`config.mk`:
```
export PLATFORM = sky130hd
export DESIGN_NAME = miter_lockstep_cmp
export DESIGN_NICKNAME = d
export VERILOG_FILES = /design/src/rtl/miter_lockstep_pkg.sv /design/src/rtl/miter_lockstep_prio.sv /design/src/rtl/miter_lockstep_cmp.sv
export SDC_FILE = /design/constraint.sdc
export NUM_CORES = 1
export LEC_CHECK = 0
export BUFFER_PORTS_ARGS = -buffer_cell sky130_fd_sc_hd__buf_4
export CAP_MARGIN = 20
export CORE_AREA = 5 5 454 456
export CTS_BUF_LIST = sky130_fd_sc_hd__clkbuf_8
export DETAILED_ROUTE_END_ITERATION = 7
export DIE_AREA = 0 0 459 461
export SLEW_MARGIN = 10
export SYNTH_ARGS = -nofsm -noshare
export SYNTH_HDL_FRONTEND = slang
export SYNTH_SLANG_ARGS = --single-unit
```
`constraint.sdc`:
```
create_clock -name clk_i -period 6.65 [get_ports clk_i]
set_input_delay 1.33 -clock clk_i [delete_from_list [all_inputs] [get_ports clk_i]]
set_output_delay 1.33 -clock clk_i [all_outputs]
set_load 0.02 [all_outputs]
```
`src/rtl/miter_lockstep_pkg.sv`:
```
// Shared types and helpers for the lockstep miter comparator.
package miter_lockstep_pkg;

  typedef enum logic [1:0] {
    ST_IDLE    = 2'd0,
    ST_WARMUP  = 2'd1,
    ST_ARMED   = 2'd2,
    ST_TRIPPED = 2'd3
  } cmp_state_e;

  localparam int CYC_W = 32;

  // Index width for an N-entry vector, never narrower than one bit.
  function automatic int idx_w(input int n);
    return (n <= 2) ? 1 : $clog2(n);
  endfunction

endpackage

```
`src/rtl/miter_lockstep_prio.sv`:
```
// Lowest-set-bit priority encoder for the per-channel hit vector.
module miter_lockstep_prio
  import miter_lockstep_pkg::*;
#(
  parameter int N = 16
) (
  input  logic [N-1:0]         hit,
  output logic [idx_w(N)-1:0]  idx,
  output logic                 any
);

  localparam int IW = idx_w(N);

  // Scan from the top down so the lowest set index wins.
  always_comb begin
    idx = '0;
    any = |hit;
    for (int k = N - 1; k >= 0; k--) begin
      if (hit[k]) idx = IW'(k);
    end
  end

endmodule

```
`src/rtl/miter_lockstep_cmp.sv`:
```
// Lockstep comparator between a reference and a mutated core instance.
// Flags divergence after a warm-up window, counts mismatch cycles with
// saturation and captures the first divergence for debug.
// Optional: define MITER_LOCKSTEP_ASSERT_EN to elaborate an immediate
// assertion that fires on every counted mismatch (formal target).
module miter_lockstep_cmp
  import miter_lockstep_pkg::*;
#(
  parameter int NUM_CH = 16,
  parameter int CH_W   = 32,
  parameter int WARMUP = 4,
  parameter int CNT_W  = 16
) (
  input  logic                       clk_i,
  input  logic                       rst_i,
  input  logic                       clear_i,
  input  logic                       en_i,
  input  logic [NUM_CH-1:0]          ch_mask_i,
  input  logic [NUM_CH*CH_W-1:0]     ref_i,
  input  logic [NUM_CH*CH_W-1:0]     uut_i,
  output logic                       mismatch_o,
  output logic                       fail_o,
  output logic [idx_w(NUM_CH)-1:0]   first_ch_o,
  output logic [CYC_W-1:0]           first_cyc_o,
  output logic [CH_W-1:0]            first_ref_o,
  output logic [CH_W-1:0]            first_uut_o,
  output logic [CNT_W-1:0]           mm_cnt_o,
  output logic [1:0]                 state_o
);

  localparam int IW   = idx_w(NUM_CH);
  localparam int WC_W = idx_w(WARMUP + 1);
  localparam logic [WC_W-1:0] WARM_LAST = (WARMUP > 0) ? WC_W'(WARMUP - 1) : '0;
  localparam cmp_state_e START_ST = (WARMUP == 0) ? ST_ARMED : ST_WARMUP;

  // Saturating increment so a long divergence never wraps the counter to zero.
  function automatic logic [CNT_W-1:0] sat_inc(input logic [CNT_W-1:0] v);
    return (&v) ? v : v + 1'b1;
  endfunction

  logic [CH_W-1:0]   ref_ch_p0 [NUM_CH];
  logic [CH_W-1:0]   uut_ch_p0 [NUM_CH];
  logic [NUM_CH-1:0] hit_p0;
  logic [IW-1:0]     hit_idx_p0;
  logic              hit_any_p0;
  logic              armed_p0;
  logic              vld_p0;

  cmp_state_e        state_p1;
  logic [WC_W-1:0]   warm_cnt_p1;
  logic [CYC_W-1:0]  cyc_cnt_p1;

  // ---- stage p0: unpack channels and build the masked hit vector ----
  always_comb begin
    for (int k = 0; k < NUM_CH; k++) begin
      ref_ch_p0[k] = ref_i[k*CH_W +: CH_W];
      uut_ch_p0[k] = uut_i[k*CH_W +: CH_W];
      hit_p0[k]    = ch_mask_i[k] & (ref_ch_p0[k] != uut_ch_p0[k]);
    end
  end

  miter_lockstep_prio #(.N(NUM_CH)) u_prio (
    .hit (hit_p0),
    .idx (hit_idx_p0),
    .any (hit_any_p0)
  );

  assign armed_p0 = (state_p1 == ST_ARMED) || (state_p1 == ST_TRIPPED);
  // A counted mismatch: armed, enabled, and not overridden by clear.
  assign vld_p0   = en_i & armed_p0 & hit_any_p0 & ~clear_i;

  // ---- stage p1: FSM, counters and first-failure capture ----
  always_ff @(posedge clk_i or posedge rst_i) begin
    if (rst_i) begin
      state_p1    <= ST_IDLE;
      warm_cnt_p1 <= '0;
      cyc_cnt_p1  <= '0;
      mismatch_o  <= 1'b0;
      fail_o      <= 1'b0;
      first_ch_o  <= '0;
      first_cyc_o <= '0;
      first_ref_o <= '0;
      first_uut_o <= '0;
      mm_cnt_o    <= '0;
    end else if (clear_i) begin
      state_p1    <= en_i ? START_ST : ST_IDLE;
      warm_cnt_p1 <= '0;
      cyc_cnt_p1  <= '0;
      mismatch_o  <= 1'b0;
      fail_o      <= 1'b0;
      first_ch_o  <= '0;
      first_cyc_o <= '0;
      first_ref_o <= '0;
      first_uut_o <= '0;
      mm_cnt_o    <= '0;
    end else begin
      mismatch_o <= vld_p0;
      if (vld_p0) mm_cnt_o <= sat_inc(mm_cnt_o);
      if (en_i && armed_p0) cyc_cnt_p1 <= cyc_cnt_p1 + 1'b1;
      case (state_p1)
        ST_IDLE: begin
          if (en_i) begin
            state_p1    <= START_ST;
            warm_cnt_p1 <= '0;
          end
        end
        ST_WARMUP: begin
          if (!en_i) begin
            state_p1    <= ST_IDLE;
            warm_cnt_p1 <= '0;
          end else if (warm_cnt_p1 == WARM_LAST) begin
            state_p1 <= ST_ARMED;
          end else begin
            warm_cnt_p1 <= warm_cnt_p1 + 1'b1;
          end
        end
        ST_ARMED: begin
          if (vld_p0) begin
            state_p1    <= ST_TRIPPED;
            fail_o      <= 1'b1;
            first_ch_o  <= hit_idx_p0;
            first_cyc_o <= cyc_cnt_p1;
            first_ref_o <= ref_ch_p0[hit_idx_p0];
            first_uut_o <= uut_ch_p0[hit_idx_p0];
          end
        end
        default: begin
          state_p1 <= ST_TRIPPED;
        end
      endcase
    end
  end

  assign state_o = state_p1;

`ifdef MITER_LOCKSTEP_ASSERT_EN
  // Fire on every counted mismatch; this is the property formal tries to break.
  always_ff @(posedge clk_i) begin
    if (!rst_i) assert (!vld_p0);
  end
`endif

endmodule

```
# [After elaboration in Yosys (flattened, before gate mapping)]
# Index checks and enable logic that the tools add are counted.
[word_totals] ff_bits=155 in_bits=1044 out_inout_bits=120 wordCells=128
[classes] add_sub_neg=3 order_cmp=1 eq_ne=25 mux=55 n_bitwise=21 reduce_logical=13
[ops] operator="32-bit != test" n=16
[ops] operator="32-bit two-way mux" n=15
[ops] operator="32-bit binary-select mux with 4-bit select" n=2
[ops] operator="4-bit two-way mux" n=19
[ops] operator="16-bit two-way mux" n=3
[ops] operator="32-bit by 1-bit adder with 32-bit output, second input constant" n=1
[ops] operator="1-bit AND" n=19
[ops] operator="16-bit by 1-bit adder with 16-bit output, second input constant" n=1
[ops] operator="16-bit AND reduction" n=1
[ops] operator="16-bit OR reduction" n=1
[ops] operator="3-bit two-way mux" n=4
[ops] operator="2-bit two-way mux" n=5
[ops] operator="4-bit != test, second input constant" n=2
[ops] operator="3-bit != test, second input constant" n=2
[ops] operator="2-bit one-hot mux with 3 select lines" n=1
[ops] operator="3-bit one-hot mux with 2 select lines" n=1
[ops] operator="3-bit AND reduction" n=2
[ops] operator="2-bit nonzero test" n=3
[ops] operator="5-bit >= comparator, second input constant" n=1
[ops] operator="1-bit two-way mux" n=5
[ops] operator="4-bit NOT with 5-bit output" n=1
[ops] operator="2-bit == test, second input constant" n=2
[ops] operator="2-bit AND reduction" n=2
[ops] operator="3-bit by 1-bit adder with 3-bit output, second input constant" n=1
[ops] operator="other kinds (8)" n=8

# [Logic depth before layout (Yosys ltp)]
[logic_depth] depth_word=25 ltp_mapped=15 mapped_depth_nobuf=11

# [Hierarchy]
# A second synthesis with hierarchy kept.
[unflattened] cells_unflattened=2038 hier_area_um2=20029.2
[modules_own_cells] mod="miter_lockstep_cmp" n_inst=1 cells_each=2004 area_per_inst_um2=19852.8 seq_area_each_um2=3878.7
[modules_own_cells] mod="miter_lockstep_prio" n_inst=1 cells_each=34 area_per_inst_um2=176.4 seq_area_each_um2=0.0

# [Worst setup path before layout]
# No wires, ideal clock.
[synth_path] path_kind="input -> register" start="in ref_i[444]" end="reg first_ref_o[18]" setup_time_ns=0.140 arrival_time_ns=4.081 required_ns=6.510 setup_slack_ns=2.429 path_stages=11 n_path_buf=1 path_cell_list="xor2_1 -> nor4_1 -> nand2_1 -> o41a_1 -> a211oi_1 -> o211ai_2 -> a21oi_4 -> buf_2 -> mux4_2 -> a22oi_2 -> o211ai_1"
[synth_between] elab_chain_cells=23 elab_cells_between_ends=28 classes_between="1 x eq/ne; 20 x mux; 4 x bitwise; 3 x reduce/logical"
[synth_rtl] element="start, declared" line_no="miter_lockstep_cmp.sv:19" source="input logic [NUM_CH*CH_W-1:0] ref_i,"
[synth_rtl] element="32-bit != test (*)" line_no="miter_lockstep_cmp.sv:58" source="hit_p0[k] = ch_mask_i[k] & (ref_ch_p0[k] != uut_ch_p0[k]);"
[synth_rtl] element="1-bit AND (*)" line_no="miter_lockstep_cmp.sv:58"
[synth_rtl] element="4-bit two-way mux (14 in a row)" line_no="miter_lockstep_prio.sv:19" source="if (hit[k]) idx = IW'(k);"
[synth_rtl] element="4-bit NOT with 5-bit output (implied by the code)" line_no="miter_lockstep_cmp.sv:123" source="first_ref_o <= ref_ch_p0[hit_idx_p0];"
[synth_rtl] element="32-bit binary-select mux with 4-bit select" line_no="miter_lockstep_cmp.sv:123"
[synth_rtl] element="32-bit two-way mux (implied by the code) (2 in a row)" line_no="miter_lockstep_cmp.sv:123"
[synth_rtl] element="32-bit two-way mux" line_no="miter_lockstep_cmp.sv:118" source="if (vld_p0) begin"
[synth_rtl] element="32-bit two-way mux" line_no="miter_lockstep_cmp.sv:100" source="case (state_p1)"
[synth_rtl] element="32-bit two-way mux" line_no="miter_lockstep_cmp.sv:85" source="end else if (clear_i) begin"
[synth_rtl] element="end signal, assigned" line_no="miter_lockstep_cmp.sv:123"
[synth_rtl] element="end, declared" line_no="miter_lockstep_cmp.sv:25" source="output logic [CH_W-1:0] first_ref_o,"
# Every way passes the cells marked *; elsewhere a longest branch is shown, timed or not. The select of a mux whose other input is x is not followed.
# A chain may end at the register's enable or synchronous reset.

# [Worst setup path after layout]
[layout_path] start="in ref_i[299]" end="reg first_ref_o[31]"
[layout_between] elab_chain_cells=19 elab_cells_between_ends=24 classes_between="1 x eq/ne; 16 x mux; 4 x bitwise; 3 x reduce/logical"
[layout_rtl] element="32-bit != test (*)" line_no="miter_lockstep_cmp.sv:58"
[layout_rtl] element="1-bit AND (*)" line_no="miter_lockstep_cmp.sv:58"
[layout_rtl] element="4-bit two-way mux (10 in a row)" line_no="miter_lockstep_prio.sv:19"
[layout_rtl] element="4-bit NOT with 5-bit output (implied by the code)" line_no="miter_lockstep_cmp.sv:123"
[layout_rtl] element="32-bit binary-select mux with 4-bit select" line_no="miter_lockstep_cmp.sv:123"
[layout_rtl] element="32-bit two-way mux (implied by the code) (2 in a row)" line_no="miter_lockstep_cmp.sv:123"
[layout_rtl] element="32-bit two-way mux" line_no="miter_lockstep_cmp.sv:118"
[layout_rtl] element="32-bit two-way mux" line_no="miter_lockstep_cmp.sv:100"
[layout_rtl] element="32-bit two-way mux" line_no="miter_lockstep_cmp.sv:85"
# Marks and branches as above.

==> metrics.yaml <==
dp_cells: 6366
grt_pass1_wl_um: 379000
cp_max_fo: 42
crit_path_top_delay_cell: "a22oi_1"
reg2reg_from: "state_o[1]$_DFFE_PP0P_"
cp_slowest_stage_delay_ns: 0.73
ys.flop_type: "dfrtp_1"
path_class: "input port to register"
worstMarginPinSlew_ns: 1.25
syn_area_per_cell_um2: 8.68
h-tree-depth: 4
startpoint: "ref_i[299]"
status: "finished, final reports clean"
rsz0062_at_grt: "false"
grt_antenna_before_repair: 344
netlist_instances: 2390
grt_usage_pct: 28.9
hpwlAfterDp_um: 296000
fin_crit_ns: 6.42
total_power_mw: 3.92
final_common_cell: "buf_4"
powerDensity_nw_per_um2: 110
async_flop_share_pct: 100
ios: 1164
final_cells: 6536
ir_drop_v: 0.000152
arrival_ns: 6.82
nets: 4761
startpoint_type: "input port"
setup_viol: 0
insertion_delay_ns: 0.64
core.rowCount: 165
path_clk_slew_ns: 0.09
die_area_um2: 212000
critPathCaptureType: "register"
viasPerCell: 4.51
hp-class: "register to register"
fin_worst_skew_ns: 0.0616
final_layout_size_suffix_gt1_share_pct: 46.4
root_buffer: "clkbuf_8"
via_count: 29500
finalHoldViolations: 0
ys_seq_elements: 155
fin_area_um2: 35600
cp_common_cell: "buf_4"
routabilityCongestion: 1.12
area_delta_synth_final_pct: 71.6
grt_pass1_vias: 28400
final_cell_mix: "1436 x buf_4, 411 x xor2_1, 256 x nand2_1, 161 x mux2i_1, 155 x dfrtp_1"
port_buffers: 1163
fmax_mhz: 156
synth_area_um2: 20700
placed_area_um2: 34900
whs_ns: 0.505
crit_chain: "buf_4 -> xnor2_1 -> nand4_1 -> nor4_1 -> a21boi_0 -> nand4bb_1 -> nand2b_1 -> a21oi_4 -> buf_4 -> mux4_2 -> a22oi_1 -> o211ai_1"
grt_overflow: 0
routed_wl_um: 321000
synth_fp_nets: 3438
hp-start: "first_cyc_o[6]$_DFFE_PP0P_"
drc: 0
drtIter0Drc: 3372
power_leakage_nw: 15.3
synth_edf_count: 0
grt_max_degree: 109
worstPathRequired_ns: 7.05
max_slew_margin_pct: 16.4
die_x_um: 459
netlist-cell-type-count: 61
dr.pass1.iters: 6
cts_resized: 0
postCtsSetupRepairBufs: 0
maxCapViolCount: 0
cts_buffer_depth: 2
hold_buffers: 0
drv_slew: 0
cts.sinks: 155
ant_nets: 0
yosysSeqAreaShare_pct: 18.7
start_util_pct: 10.3
numCtsBuffers: 17
core_area_um2: 201000
cts_tree: "built"
die_y_um: 461
wire_per_inst_um: 49.1
yosysWarnings: 0
fin_crit_sh_pct: 96.5
setup-tns-final_ns: 0
==> power breakdown <==
group	internal [mW]	switching (mW)	total (mW)
Clock	0.344	0.491	0.835
Combinational	0.885	1.26	2.14
Sequential	0.943	0.00112	0.944
==> synth_stat cells, drive strengths merged (18+ instances only) <==
cell type / count / area, um2
mux2: 101 / 1140
xnor2: 137 / 1200
nor2b: 109 / 682
nand3: 59 / 295
a31oi: 65 / 407
clkbuf: 79 / 297
buf: 86 / 597
nor4: 157 / 988
nand2: 257 / 965
a32o: 49 / 490
nor2: 56 / 210
o22ai: 50 / 313
xor2: 411 / 3600
a21oi: 18 / 101
mux4: 28 / 631
dfrtp: 155 / 3880
a211oi: 99 / 988
a22o: 83 / 727
o211ai: 19 / 148
o21ai: 39 / 195
mux2i: 161 / 1610
nand4: 64 / 407
==> metal layers <==
layer	up-vias	wire length [um]	GRT usage (%)
met5	-	1420	0
met4	224	22400	17.2
li1	11700	-	-
met1	14500	121000	32.6
met3	757	36200	13.1
met2	2284	140000	44.7
==> metrics by stage <==
stage                     utilization, %  setup slack [ns]
after floorplan                        -              1.14
after global placement              17.3            -0.136
after detailed placement            17.3           -0.0172
after CTS                           17.5             0.631
after global routing                17.6             0.260
final                               17.7             0.230
==> kinds of logic (layout without fill, tap and decap cells) <==
group / count (synthesis) / count (layout) / synth area share [%]
simple gates: 752 / 752 / 18.8
xor+xnor: 548 / 548 / 23.1
compound gates: 468 / 468 / 18.4
mux: 290 / 290 / 16.3
buf+inv: 173 / 1509 / 4.45
flops: 155 / 155 / 18.7
fa+ha+maj: 4 / 4 / 0.241
other cells: 0 / 138 / 0
==> worst paths after layout <==
| path | cells after the start | slack (ns) | to |
|---|---|---|---|
| max | 12 | 0.23 | first_ref_o[31]$_DFFE_PP0P_ |
| min | 2 | 0.50 | first_cyc_o[6]$_DFFE_PP0P_ |
| max reg2reg | 10 | 2.86 | first_uut_o[23]$_DFFE_PP0P_ |
| min reg2reg | 2 | 0.50 | first_cyc_o[6]$_DFFE_PP0P_ |
| max in group asynchronous | 3 | 4.32 | first_cyc_o[28]$_DFFE_PP0P_ |
| min in group asynchronous | 2 | 0.85 | first_cyc_o[10]$_DFFE_PP0P_ |
==> worst max-delay path, delay by kind of cell <==
kind,cells,cell delay [ns]
and+or+nand+nor,4,1.88
AOI/OAI and AO/OA,4,1.78
buffers and inverters,2,0.84
xor gates and xnor gates,1,0.47
muxes,1,0.45
==> registers in the layout, indices dropped and copies added, names as in the netlist <==
name / cells
fail_o: 1
first_ch_o: 4
mm_cnt_o: 16
state_o: 2
mismatch_o: 1
first_cyc_o: 32
first_uut_o: 32
cyc_cnt_p1: 32
first_ref_o: 32
warm_cnt_p1: 3
==> layout make-up <==
type                       count  area [um2]
tap                         2672        3340
antenna                      138         345
timing repair buffer        1469       11400
clock buffer                  18         248
fill                       22800      166000
clock inverter                14         144
sequential                   155        3880
inverter                       8        35.0
multi-input combinational   2062       16200
(Power assumes the default switching activity.)
